$ cat src/rtl/sr_write_sequencer_if.sv
// sr_write_sequencer_if: config-word handshake and shift-engine signals between sequencer and environment
interface sr_write_sequencer_if #(
    parameter int WIDTH = 170
);
    logic [WIDTH-1:0] cfg_din;
    logic             cfg_valid;
    logic             cfg_ready;
    logic [WIDTH-1:0] sr_din;
    logic             sr_start;
    logic             sr_load;
    logic             sr_clk;
    logic             sr_dout;

    modport master (
        input  cfg_din, cfg_valid, sr_load, sr_clk, sr_dout,
        output cfg_ready, sr_din, sr_start
    );

    modport slave (
        output cfg_din, cfg_valid, sr_load, sr_clk, sr_dout,
        input  cfg_ready, sr_din, sr_start
    );
endinterface

$ cat src/rtl/sr_write_sequencer.sv
// sr_write_sequencer: shift-register config write with read-back verify, retry and watchdog
module sr_write_sequencer #(
    parameter int WIDTH       = 170,
    parameter int MAX_RETRY   = 3,
    parameter int TIMEOUT_CYC = 4096
) (
    input  logic                 clk,
    input  logic                 rst,
    sr_write_sequencer_if.master bus,
    output logic                 busy,
    output logic                 done,
    output logic                 pass,
    output logic                 timeout,
    output logic [3:0]           retries
);
    localparam int CW = $clog2(WIDTH + 1);
    localparam int TW = $clog2(TIMEOUT_CYC + 1);

    typedef enum logic [2:0] {
        IDLE, WR_START, WR_WAIT, RD_START, RD_CAPTURE, RD_WAIT, CHECK, DONE
    } state_t;

    state_t           state, nxt;
    logic             sr_clk_q;
    logic [WIDTH-1:0] capture;
    logic [CW-1:0]    bit_cnt;
    logic [TW-1:0]    wd_cnt;
    logic             accept, sr_edge, last_bit, wd_hit, in_wait, match, can_retry, wd_abort, retry;

    assign accept    = bus.cfg_valid & bus.cfg_ready;
    assign sr_edge   = bus.sr_clk & ~sr_clk_q;
    assign last_bit  = sr_edge && bit_cnt == CW'(WIDTH - 1);
    assign wd_hit    = wd_cnt == TW'(TIMEOUT_CYC - 1);
    assign in_wait   = state inside {WR_WAIT, RD_CAPTURE, RD_WAIT};
    assign match     = bit_cnt == CW'(WIDTH) && capture == bus.sr_din;
    assign can_retry = retries < 4'(MAX_RETRY);
    assign wd_abort  = in_wait && nxt == DONE;
    assign retry     = state == CHECK && nxt == WR_START;

    // state register
    always_ff @(posedge clk or negedge rst) begin
        if (!rst) state <= IDLE;
        else      state <= nxt;
    end

    // next state: engine completion beats a coincident watchdog expiry
    always_comb begin
        nxt = state;
        case (state)
            IDLE:       nxt = accept ? WR_START : IDLE;
            WR_START:   nxt = WR_WAIT;
            WR_WAIT:    nxt = bus.sr_load ? RD_START : wd_hit ? DONE : WR_WAIT;
            RD_START:   nxt = RD_CAPTURE;
            RD_CAPTURE: nxt = bus.sr_load ? CHECK : last_bit ? RD_WAIT : wd_hit ? DONE : RD_CAPTURE;
            RD_WAIT:    nxt = bus.sr_load ? CHECK : wd_hit ? DONE : RD_WAIT;
            CHECK:      nxt = (match || !can_retry) ? DONE : WR_START;
            DONE:       nxt = IDLE;
            default:    nxt = IDLE;
        endcase
    end

    // read-back capture: MSB-first serial data lands so the first bit ends up in capture[WIDTH-1]
    always_ff @(posedge clk or negedge rst) begin
        if (!rst) begin
            sr_clk_q <= 1'b0;
            capture  <= '0;
            bit_cnt  <= '0;
        end else begin
            sr_clk_q <= bus.sr_clk;
            if (state == RD_START) begin
                capture <= '0;
                bit_cnt <= '0;
            end else if (state == RD_CAPTURE && sr_edge && bit_cnt != CW'(WIDTH)) begin
                capture <= {capture[WIDTH-2:0], bus.sr_dout};
                bit_cnt <= bit_cnt + CW'(1);
            end
        end
    end

    // watchdog: restarts on every state change, so it times each wait state from its entry
    always_ff @(posedge clk or negedge rst) begin
        if (!rst) wd_cnt <= '0;
        else      wd_cnt <= (nxt != state) ? '0 : wd_cnt + TW'(1);
    end

    // registered handshake, engine and status outputs
    always_ff @(posedge clk or negedge rst) begin
        if (!rst) begin
            bus.cfg_ready <= 1'b1;
            bus.sr_din    <= '0;
            bus.sr_start  <= 1'b0;
            busy          <= 1'b0;
            done          <= 1'b0;
            pass          <= 1'b0;
            timeout       <= 1'b0;
            retries       <= '0;
        end else begin
            bus.cfg_ready <= nxt == IDLE;
            bus.sr_din    <= accept ? bus.cfg_din : bus.sr_din;
            bus.sr_start  <= state == WR_START || state == RD_START;
            busy          <= nxt != IDLE;
            done          <= nxt == DONE;
            pass          <= accept ? 1'b0 : state == CHECK ? match : wd_abort ? 1'b0 : pass;
            timeout       <= accept ? 1'b0 : wd_abort ? 1'b1 : timeout;
            retries       <= accept ? 4'd0 : retry ? retries + 4'd1 : retries;
        end
    end
endmodule

$ cat src/flat_wrapper.sv
// flat-port wrapper written by rule: the top's interface ports become plain ports
module sr_write_sequencer_flat 
#(
    parameter int WIDTH       = 170,
    parameter int MAX_RETRY   = 3,
    parameter int TIMEOUT_CYC = 4096
)
  (clk, rst, busy, done, pass, timeout, retries, bus_cfg_din, bus_cfg_valid, bus_sr_load, bus_sr_clk, bus_sr_dout, bus_cfg_ready, bus_sr_din, bus_sr_start);
  sr_write_sequencer_if #(.WIDTH(WIDTH)) bus_i ();
  input  logic clk;
  input  logic rst;
  output logic busy;
  output logic done;
  output logic pass;
  output logic timeout;
  output logic [3:0] retries;
  input wire logic [$bits(bus_i.cfg_din)-1:0] bus_cfg_din;
  input wire logic [$bits(bus_i.cfg_valid)-1:0] bus_cfg_valid;
  input wire logic [$bits(bus_i.sr_load)-1:0] bus_sr_load;
  input wire logic [$bits(bus_i.sr_clk)-1:0] bus_sr_clk;
  input wire logic [$bits(bus_i.sr_dout)-1:0] bus_sr_dout;
  output wire logic [$bits(bus_i.cfg_ready)-1:0] bus_cfg_ready;
  output wire logic [$bits(bus_i.sr_din)-1:0] bus_sr_din;
  output wire logic [$bits(bus_i.sr_start)-1:0] bus_sr_start;
  assign bus_i.cfg_din = bus_cfg_din;
  assign bus_i.cfg_valid = bus_cfg_valid;
  assign bus_i.sr_load = bus_sr_load;
  assign bus_i.sr_clk = bus_sr_clk;
  assign bus_i.sr_dout = bus_sr_dout;
  assign bus_cfg_ready = bus_i.cfg_ready;
  assign bus_sr_din = bus_i.sr_din;
  assign bus_sr_start = bus_i.sr_start;
  sr_write_sequencer #(.WIDTH(WIDTH), .MAX_RETRY(MAX_RETRY), .TIMEOUT_CYC(TIMEOUT_CYC)) u_core (.clk(clk), .rst(rst), .bus(bus_i), .busy(busy), .done(done), .pass(pass), .timeout(timeout), .retries(retries));
endmodule
$ cat config.mk
export PLATFORM = sky130hd
export DESIGN_NAME = sr_write_sequencer_flat
export DESIGN_NICKNAME = d
export VERILOG_FILES = /design/src/rtl/sr_write_sequencer_if.sv /design/src/rtl/sr_write_sequencer.sv /design/src/flat_wrapper.sv
export SDC_FILE = /design/constraint.sdc
export NUM_CORES = 1
export LEC_CHECK = 0
export ABC_AREA = 1
export BUFFER_PORTS_ARGS = -buffer_cell sky130_fd_sc_hd__buf_2
export CAP_MARGIN = 10
export CORE_ASPECT_RATIO = 1.5
export CORE_MARGIN = 2
export CORE_UTILIZATION = 57
export CTS_BUF_LIST = sky130_fd_sc_hd__clkbuf_8
export DETAILED_ROUTE_END_ITERATION = 10
export GPL_TIMING_DRIVEN = 0
export PLACE_DENSITY = 0.83
export SLEW_MARGIN = 10
export SYNTH_ARGS = -nofsm -noshare
export SYNTH_HDL_FRONTEND = slang
export SYNTH_SLANG_ARGS = --single-unit
$ cat constraint.sdc
create_clock -name clk -period 2.7 [get_ports clk]
set_input_delay 0.54 -clock clk [delete_from_list [all_inputs] [get_ports clk]]
set_output_delay 0.54 -clock clk [all_outputs]
set_load 0.01 [all_outputs]
==> flow_metrics.py, run 1 <==
metrics = {
    "detailed_routing": {
        "drtIter0Drc": 789,
        "vias": 14653,
        "wl_um": 43780,
        "viasPerCell": 5.187,
        "ant_nets": 0,
        "dr.pass1.iters": 7,
        "routedWlPerCell_um": 15.50,
        "drc": 0,
    },
    "timing": {
        "hold_viol_final": 0,
        "fmax_mhz": 389.9,
        "setup_ws_ns": 0.1353,
        "tightest_slew_ns": 0.7040,
        "rsz0062_at_grt": "false",
        "fin_crit_sh_pct": 94.99,
        "setup_viol": 0,
        "finalClockSkew_ns": 0.02019,
        "holdWs_ns": 0.05992,
        "finalCriticalPeriod_ns": 2.565,
        "slew_viol_final": 0,
        "slew_headroom_pct": 53.06,
    },
    "critical_path": {
        "cp-end-kind": "flip-flop",
        "crit_fanout": 10,
        "required_ns": 3.21,
        "startpoint_type": "flip-flop",
        "critPathKind": "flip-flop to flip-flop",
        "arrival_ns": 3.08,
    },
    "floorplanning": {
        "pin_count": 356,
        "die_w_um": 143.7,
        "dieArea_um2": 30700,
        "rows": 76,
        "start_util_pct": 57.93,
        "die_h_um": 213.6,
        "core_region_area_um2": 28810,
    },
    "global_routing": {
        "grt_pass1_wl_um": 70770,
        "grt_start_max_net_pins": 105,
        "gr-usage-all-layers_pct": 29.06,
        "antenna_found_initial": 2,
        "grt_pass1_vias": 14836,
        "globalRoute.totalOverflow": 0,
    },
    "logic_synthesis": {
        "mappedNetlistNets": 2162,
        "ys_seq_area_share_pct": 56.23,
        "synth-seq-cells": 375,
        "syn_inst": 1981,
        "syn-cell-area_um2": 16690,
        "yosysWarnings": 0,
        "ys_types": 32,
        "avgSynthCellArea_um2": 8.426,
    },
    "power": {
        "power_density_nw_per_um2": 983.0,
        "ir_worst_vdd_mv": 0.5891,
        "p_leak_nw": 10.41,
    },
    "clocking": {
        "clkTransAtPathRegs_ns": 0.06,
        "post_cts_buffers": 0,
        "cts_inserted_buffers": 56,
        "cts_tree": "built",
        "htreeDepth": 2,
        "clock_sinks": 375,
        "cts_root_buf": "clkbuf_8",
        "clock_latency_ns": 0.61,
        "cts_buffer_depth": 3,
    },
    "finish": {
        "drive_above_1_share_pct": 20.43,
        "syn_to_final_growth_pct": 20.62,
        "nets": 2578,
        "stdcell_count": 2825,
        "multiInputGateArea_um2": 5911,
        "regArea_um2": 9385,
        "utilization_pct": 69.88,
        "nFillCells": 2280,
    },
    "job": {
        "drv_cap": 0,
    },
    "status": {
        "status": "finished clean",
    },
    "placed_design": {
        "dp_hpwl_um": 32530,
        "dp_slack_ns": -0.5048,
        "dpl.cell_count": 2729,
        "portBuffers": 355,
        "gp_congestion": 0.9049,
    },
    "min_path": {
        "hp-class": "primary input to flip-flop",
    },
}
==> synth_stat cells, drive strengths merged <==
cell / number / area, um^2
nand3b: 1 / 11.26
nor3b: 2 / 15.01
dfstp: 1 / 26.28
dfrtp: 374 / 9359
nand4: 5 / 31.28
xor2: 9 / 78.83
inv: 282 / 1059
buf: 32 / 171.4
a21oi: 12 / 60.06
clkbuf: 44 / 165.2
ha: 5 / 62.56
nand2: 714 / 2698
nor2: 116 / 483.0
clkinv: 1 / 3.750
or2: 6 / 37.54
nand3: 25 / 142.6
nor3: 13 / 70.07
o22ai: 170 / 1064
and3: 1 / 6.260
xnor2: 82 / 718.2
o21ai: 86 / 430.4
==> registers in the layout, summed over array words and instances, names as in the netlist <==
signal	count
u_core.done	1
u_core.busy	1
u_core.wd_cnt	13
u_core.sr_clk_q	1
u_core.capture	170
u_core.pass	1
u_core.bit_cnt	8
u_core.timeout	1
u_core.bus.cfg_ready	1
u_core.bus.sr_start	1
u_core.bus.sr_din	170
u_core.retries	4
u_core.state	3
==> routing by layer <==
| metal | share of wire [%] | vias up | track usage (%) |
|---|---|---|---|
| li1 | - | 7024 | - |
| met2 | 51 | 516 | 51.31 |
| met4 | 4.2 | 0 | 13.76 |
| met5 | 0 | - | 0 |
| met3 | 5.9 | 125 | 4.868 |
| met1 | 39 | 6988 | 34.47 |
==> through the flow <==
step | setup TNS, ns | cell area, um^2 | power, mW
after global routing | 0 | 20130 | 21.15
after global placement | -2245.59 | 18960 | 15.10
final | 0 | 20130 | 19.79
after detailed placement | -50.78 | 19050 | 15.39
after CTS | 0 | 20130 | 19.89
after floorplan | 0 | 16690 | 12.40
==> worst paths after layout <==
| kind | start | end | slack, ns | depth (start not counted) |
|---|---|---|---|---|
| setup / recovery | u_core.bus.cfg_ready | u_core.bus.sr_din[47] | 0.14 | 6 |
| hold / removal | bus_sr_clk | u_core.sr_clk_q | 0.06 | 1 |
| setup reg to reg | u_core.bus.cfg_ready | u_core.bus.sr_din[47] | 0.14 | 6 |
| hold reg to reg | u_core.wd_cnt[0] | u_core.wd_cnt[0] | 0.48 | 1 |
| max in group asynchronous | rst | u_core.bus.sr_din[97] | 0.87 | 4 |
| min in group asynchronous | rst | u_core.bus.sr_din[8] | 0.47 | 2 |
==> cells in the final DEF, fill, tap and decap left out, drive strengths merged, types with 2 or more instances in the layout <==
| cell type | count |
|---|---|
| o22ai | 170 |
| inv | 302 |
| nor3b | 2 |
| clkbuf | 111 |
| or2 | 6 |
| buf | 390 |
| nor3 | 13 |
| o21ai | 86 |
| nand2 | 714 |
| nor2 | 116 |
| xor2 | 9 |
| nand4 | 5 |
| dfrtp | 374 |
| diode | 2 |
| a21oi | 12 |
| nand3 | 25 |
| clkinv | 6 |
| xnor2 | 82 |
| ha | 5 |
==> area by class of cell <==
class                   count  share of cell area, %
repair buffers            359                  9.334
plain buffers              75                  1.678
diodes                      2                0.02486
clock inverters            26                 0.6401
inverters                 283                  5.282
well taps                 390                  2.424
multi-input cells        1247                  29.36
clock buffers              68                  4.648
flip-flops and latches    375                  46.61
==> power by group <==
part	internal, mW	leakage [nW]	switching (mW)	total, mW
Combinational	2.76	4.83	4.22	6.98
Clock	2.34	0.631	2.12	4.46
Sequential	6.96	4.95	1.39	8.35
==> critical path: stages, from the launching register on <==
cell and delay, ns:
dfstp_2 0.54, nand2_1 0.31, clkinv_2 0.40, clkbuf_2 0.52, clkbuf_1 0.46, nand2_1 0.13, o21ai_0 0.11
==> timing repair <==
action / 4_1_cts / 5_1_grt
hold endpoints to repair: 72 / 0
hold buffers: 1 / 0
pin swaps: 0 / 1
setup endpoints to repair: 164 / 110
gates resized for setup: 3 / 4
==> cell families (layout without fill, tap and decap cells) <==
group	count (synthesis)	count (layout)	share of synthesized area [%]
buffers and inverters	359	811	8.380
AOI/OAI and AO/OA	268	268	9.310
DFF	375	375	56.23
and+or+nand+nor	883	883	20.94
adders and majority gates	5	5	0.3748
other	0	2	0
xor gates and xnor gates	91	91	4.775
(Power assumes the default switching activity.)
==> run 2: changes to the inputs <==
--- a/config.mk
+++ b/config.mk
@@ -15,6 +15,7 @@
 export DETAILED_ROUTE_END_ITERATION = 10
 export GPL_TIMING_DRIVEN = 0
 export PLACE_DENSITY = 0.83
+export RECOVER_POWER = 25
 export SLEW_MARGIN = 10
 export SYNTH_ARGS = -nofsm -noshare
 export SYNTH_HDL_FRONTEND = slang
==> run 2 against run 1 <==
Effect of this change: largest power group unchanged; via count barely moved; power barely moved; sequential cell count did not move; non-clock buffer count did not move; hold slack barely moved; final cell count did not move; fmax rose by 0.66%; clock power barely moved; highest routed layer unchanged; sequential share of layout area barely moved.
==> flow_metrics.py, run 2 (synthesis results as in run 1) <==
metrics = {
    "finish": {
        "nFillCells": 2282,
        "utilization_pct": 69.81,
        "stdcell_area_um2": 20110,
        "nets": 2578,
        "syn_to_final_growth_pct": 20.50,
        "layout_common_cells": "709 x nand2_1, 379 x buf_2, 374 x dfrtp_1",
        "final_common_cell": "nand2_1",
        "stdcell_count": 2825,
        "top_regs": "u_core.bus.sr_din: 170 flops, u_core.capture: 170 flops, u_core.wd_cnt: 13 flops",
        "drive_above_1_share_pct": 20.43,
    },
    "clocking": {
        "cts_inserted_buffers": 56,
        "htreeDepth": 2,
        "clock_latency_ns": 0.61,
        "clkTransAtPathRegs_ns": 0.06,
        "post_cts_buffers": 0,
        "cts_buffer_depth": 3,
        "clock_sinks": 375,
        "cts_root_buf": "clkbuf_8",
        "cts_tree": "built",
    },
    "placed_design": {
        "placed_cell_area_um2": 19050,
        "dpl.cell_count": 2729,
        "dp_hpwl_um": 32530,
        "portBuffers": 355,
        "gp_congestion": 0.9049,
        "dp_slack_ns": -0.5048,
    },
    "power": {
        "ir_worst_vdd_mv": 0.5889,
        "p_leak_nw": 10.40,
        "p_total_mw": 19.78,
        "power_density_nw_per_um2": 983.6,
    },
    "critical_path": {
        "reg2reg_depth": 6,
        "r2r_slack_ns": 0.15,
        "crit_slowest_cell": "dfstp_2",
        "r2r_end": "u_core.bus.sr_din[47]",
        "crit_path_cell_trace": "nand2_1 > clkinv_2 > clkbuf_2 > clkbuf_1 > nand2_1 > o21ai_0",
        "cp_common_cell": "nand2_1",
        "arrival_ns": 3.06,
        "timing.rr.start": "u_core.bus.cfg_ready",
        "critPathKind": "flip-flop to flip-flop",
        "crit_fanout": 10,
        "required_ns": 3.21,
        "critPathMaxStageDelay_ns": 0.54,
        "critPathTopFamily": "buffers and inverters",
        "cp-end-kind": "flip-flop",
        "path_buf_inv": 3,
        "startpoint_type": "flip-flop",
    },
    "timing": {
        "finalClockSkew_ns": 0.02106,
        "setup_viol": 0,
        "slew_viol_final": 0,
        "finalCriticalPeriod_ns": 2.548,
        "slew_headroom_pct": 11.42,
        "setup_ws_ns": 0.1522,
        "tightest_slew_ns": 1.329,
        "fmax_mhz": 392.5,
        "rsz0062_at_grt": "false",
        "timing.setup.tns_ns": 0,
        "holdWs_ns": 0.06001,
        "fin_crit_sh_pct": 94.36,
        "hold_viol_final": 0,
    },
    "detailed_routing": {
        "drtIter0Drc": 756,
        "dr.pass1.iters": 6,
        "drc": 0,
        "vias": 14656,
        "wl_um": 43760,
        "routedWlPerCell_um": 15.49,
        "ant_nets": 0,
        "viasPerCell": 5.188,
    },
    "min_path": {
        "hp-class": "primary input to flip-flop",
        "min_from": "bus_sr_clk",
        "holdPathStages": 1,
        "hold_end": "u_core.sr_clk_q",
    },
    "floorplanning": {
        "pin_count": 356,
        "rows": 76,
        "dieArea_um2": 30700,
        "die_h_um": 213.6,
        "start_util_pct": 57.93,
        "core_region_area_um2": 28810,
        "die_w_um": 143.7,
    },
    "global_routing": {
        "antenna_found_initial": 2,
        "grt_pass1_vias": 14836,
        "globalRoute.totalOverflow": 0,
        "gr-usage-all-layers_pct": 29.06,
        "grt_start_max_net_pins": 105,
        "grt_pass1_wl_um": 70770,
    },
    "status": {
        "status": "finished clean",
    },
    "job": {
        "drv_cap": 0,
    },
}
[run 2: cell count changes in the layout (fill, tap and decap cells not counted)]
cell / delta
buf_16: -1
clkbuf_4: +1
[run 2: final cells by class]
class	count	area [um^2]	area share, %
Sequential cell	375	9385	46.66
Clock inverter	26	128.9	0.6407
Clock buffer	68	935.9	4.653
Multi-Input combinational cell	1247	5911	29.39
Inverter	283	1064	5.287
Timing Repair Buffer	359	1859	9.244
Tap cell	390	488.0	2.426
Antenna cell	2	5.005	0.02488
Buffer	75	337.8	1.680
[run 2: how the worst max path moves through the flow]
stage                                     from  cells after the start                endpoint
after floorplan               u_core.wd_cnt[0]                     15       u_core.retries[1]
after global placement                     rst                      1   u_core.bus.sr_din[84]
after detailed placement         bus_cfg_valid                      6  u_core.bus.sr_din[104]
after CTS                 u_core.bus.cfg_ready                      5  u_core.bus.sr_din[116]
after global routing         u_core.bit_cnt[0]                     18        u_core.wd_cnt[7]
final                     u_core.bus.cfg_ready                      6   u_core.bus.sr_din[47]
[run 2: where the power goes]
group	internal (mW)	switching (mW)	total (mW)
Combinational	2.76	4.22	6.98
Clock	2.34	2.11	4.46
Sequential	6.96	1.39	8.35
Total	12.1	7.72	19.8
[run 2: what timing repair did]
action | CTS | global route
gates resized for setup | 3 | 4
pin swaps | 0 | 1
setup endpoints to repair | 164 | 110
hold buffers | 1 | 0
hold endpoints to repair | 72 | 0
[run 2: per-layer routing]
metal  GRT usage (%)  vias up  wire [um]
met5               0        -          0
met3           4.868      122       2668
met4           13.76        0       1807
li1                -     7025          -
met2           51.31      525      22580
met1           34.47     6984      16710
==> run 3: changes to the inputs <==
--- a/config.mk
+++ b/config.mk
@@ -13,9 +13,10 @@
 export CORE_UTILIZATION = 57
 export CTS_BUF_LIST = sky130_fd_sc_hd__clkbuf_8
 export DETAILED_ROUTE_END_ITERATION = 10
+export GPL_ROUTABILITY_DRIVEN = 0
 export GPL_TIMING_DRIVEN = 0
 export PLACE_DENSITY = 0.83
-export RECOVER_POWER = 25
+export RECOVER_POWER = 50
 export SLEW_MARGIN = 10
 export SYNTH_ARGS = -nofsm -noshare
 export SYNTH_HDL_FRONTEND = slang
==> run 3 against run 2 <==
Effect of this change: final cell count is the same; critical path depth stayed put; non-clock buffer count stayed put; global-route usage is the same; sequential share of layout area rose by 0.58 points; critical path type unchanged; highest routed layer unchanged.
==> flow_metrics.py, run 3 (synthesis results as in run 1) <==
metrics = {
    "min_path": {
        "hp-class": "primary input to flip-flop",
        "holdPathStages": 1,
    },
    "clocking": {
        "post_cts_buffers": 0,
        "clock_latency_ns": 0.60,
        "cts_buffer_depth": 3,
        "cts_root_buf": "clkbuf_8",
        "clock_sinks": 375,
        "clkTransAtPathRegs_ns": 0.06,
        "htreeDepth": 2,
        "cts_tree": "built",
        "cts_inserted_buffers": 56,
    },
    "global_routing": {
        "globalRoute.totalOverflow": 0,
        "grt_pass1_wl_um": 70770,
        "antenna_found_initial": 2,
        "grt_start_max_net_pins": 105,
        "gr-usage-all-layers_pct": 29.06,
        "grt_pass1_vias": 14836,
    },
    "status": {
        "status": "finished clean",
    },
    "critical_path": {
        "cp-end-kind": "flip-flop",
        "reg2reg_depth": 6,
        "startpoint_type": "flip-flop",
        "required_ns": 3.21,
        "arrival_ns": 3.08,
        "crit_fanout": 10,
        "critPathKind": "flip-flop to flip-flop",
    },
    "detailed_routing": {
        "ant_nets": 0,
        "dr.pass1.iters": 7,
        "top_layer": "met4",
        "met1_length_um": 16680,
        "drtIter0Drc": 837,
        "viasPerCell": 5.192,
        "dr_wl_met3_um": 2611,
        "wl_met2_um": 22690,
        "routedWlPerCell_um": 15.49,
        "drc": 0,
        "vias": 14666,
        "wl_um": 43770,
    },
    "floorplanning": {
        "pin_count": 356,
        "die_w_um": 143.7,
        "rows": 76,
        "core_region_area_um2": 28810,
        "start_util_pct": 57.93,
        "dieArea_um2": 30700,
        "die_h_um": 213.6,
    },
    "timing": {
        "finalClockSkew_ns": 0.01853,
        "hold_viol_final": 0,
        "finalCriticalPeriod_ns": 2.571,
        "fmax_mhz": 389.0,
        "rsz0062_at_grt": "false",
        "tightest_slew_ns": 1.331,
        "timing.setup.tns_ns": 0,
        "slew_viol_final": 0,
        "setup_viol": 0,
        "slew_headroom_pct": 11.30,
        "fin_crit_sh_pct": 95.22,
    },
    "power": {
        "internal_power_mw": 11.72,
        "switchingPower_mw": 7.768,
        "swShare_pct": 39.85,
        "power_frac_clock_pct": 22.9,
        "power_density_nw_per_um2": 981.1,
        "p_leak_nw": 9.802,
        "comb_power_share_pct": 34.1,
        "ir_worst_vdd_mv": 0.5730,
        "p_seq_share_pct": 43.0,
    },
    "finish": {
        "syn_to_final_growth_pct": 19.01,
        "final_common_cell": "nand2_1",
        "layout_common_cells": "709 x nand2_1, 374 x dfrtp_1, 300 x inv_1",
        "utilization_pct": 68.95,
        "stdcell_area_um2": 19870,
        "top_regs": "u_core.bus.sr_din: 170 flops, u_core.capture: 170 flops, u_core.wd_cnt: 13 flops",
        "stdcell_count": 2825,
        "drive_above_1_share_pct": 12.95,
        "nets": 2578,
    },
    "placed_design": {
        "portBuffers": 355,
        "placed_cell_area_um2": 19050,
        "dp_hpwl_um": 32530,
        "dpl.cell_count": 2729,
    },
    "job": {
        "drv_cap": 0,
    },
}
run 3: power by group through the flow:
stage	combinational, mW	sequential (mW)	clock, mW
final	6.65	8.38	4.46
after detailed placement	6.99	8.41	0
after global placement	6.76	8.34	0
after CTS	7.04	8.32	4.53
after global routing	7.57	8.51	4.76
after floorplan	3.76	8.65	0
run 3: metal layers:
metal,vias up,track usage (%)
met2,532,51.31
li1,7017,-
met1,6990,34.47
met4,0,13.76
met3,127,4.868
met5,-,0
run 3: critical path, stage by stage, from the launching register on:
cell      delay [ns]
dfstp_1         0.55
nand2_1         0.32
clkinv_2        0.41
clkbuf_2        0.52
clkbuf_1        0.44
nand2_1         0.13
o21ai_0         0.10
run 3: worst paths after layout:
check | start | endpoint | slack [ns]
max in group asynchronous | rst | u_core.capture[61] | 0.45
worst max register to register | u_core.bus.cfg_ready | u_core.bus.sr_din[47] | 0.13
worst max-delay path | u_core.bus.cfg_ready | u_core.bus.sr_din[47] | 0.13
worst min-delay path | bus_sr_clk | u_core.sr_clk_q | 0.06
worst min register to register | u_core.wd_cnt[0] | u_core.wd_cnt[0] | 0.47
min in group asynchronous | rst | u_core.bus.sr_din[8] | 0.45
run 3: per-stage QoR:
stage | power (mW) | hold WS, ns | worst slack, ns
after floorplan | 12.40 | 0.2444 | 0.7772
after global routing | 20.84 | 0.02409 | 0.01483
after detailed placement | 15.39 | 0.4644 | -0.5048
after CTS | 19.89 | 0.01209 | 0.01748
final | 19.49 | 0.06133 | 0.1290
after global placement | 15.10 | 0.4494 | -5.895
run 3: what timing repair did:
action                                  4_1_cts  5_1_grt
endpoints found under the setup margin      164      110
hold endpoints to repair                     72        0
gates resized for setup                       3        4
hold buffers                                  1        0
pin swaps                                     0        1
run 3: area by class of cell:
cell class / count / area (um^2)
sequential: 375 / 9385
fill: 2389 / 8947
multi-input combinational: 1247 / 5903
timing repair buffer: 359 / 1618
inverter: 283 / 1064
clock buffer: 68 / 935.9
tap: 390 / 488.0
buffer: 75 / 337.8
clock inverter: 26 / 128.9
antenna: 2 / 5.005
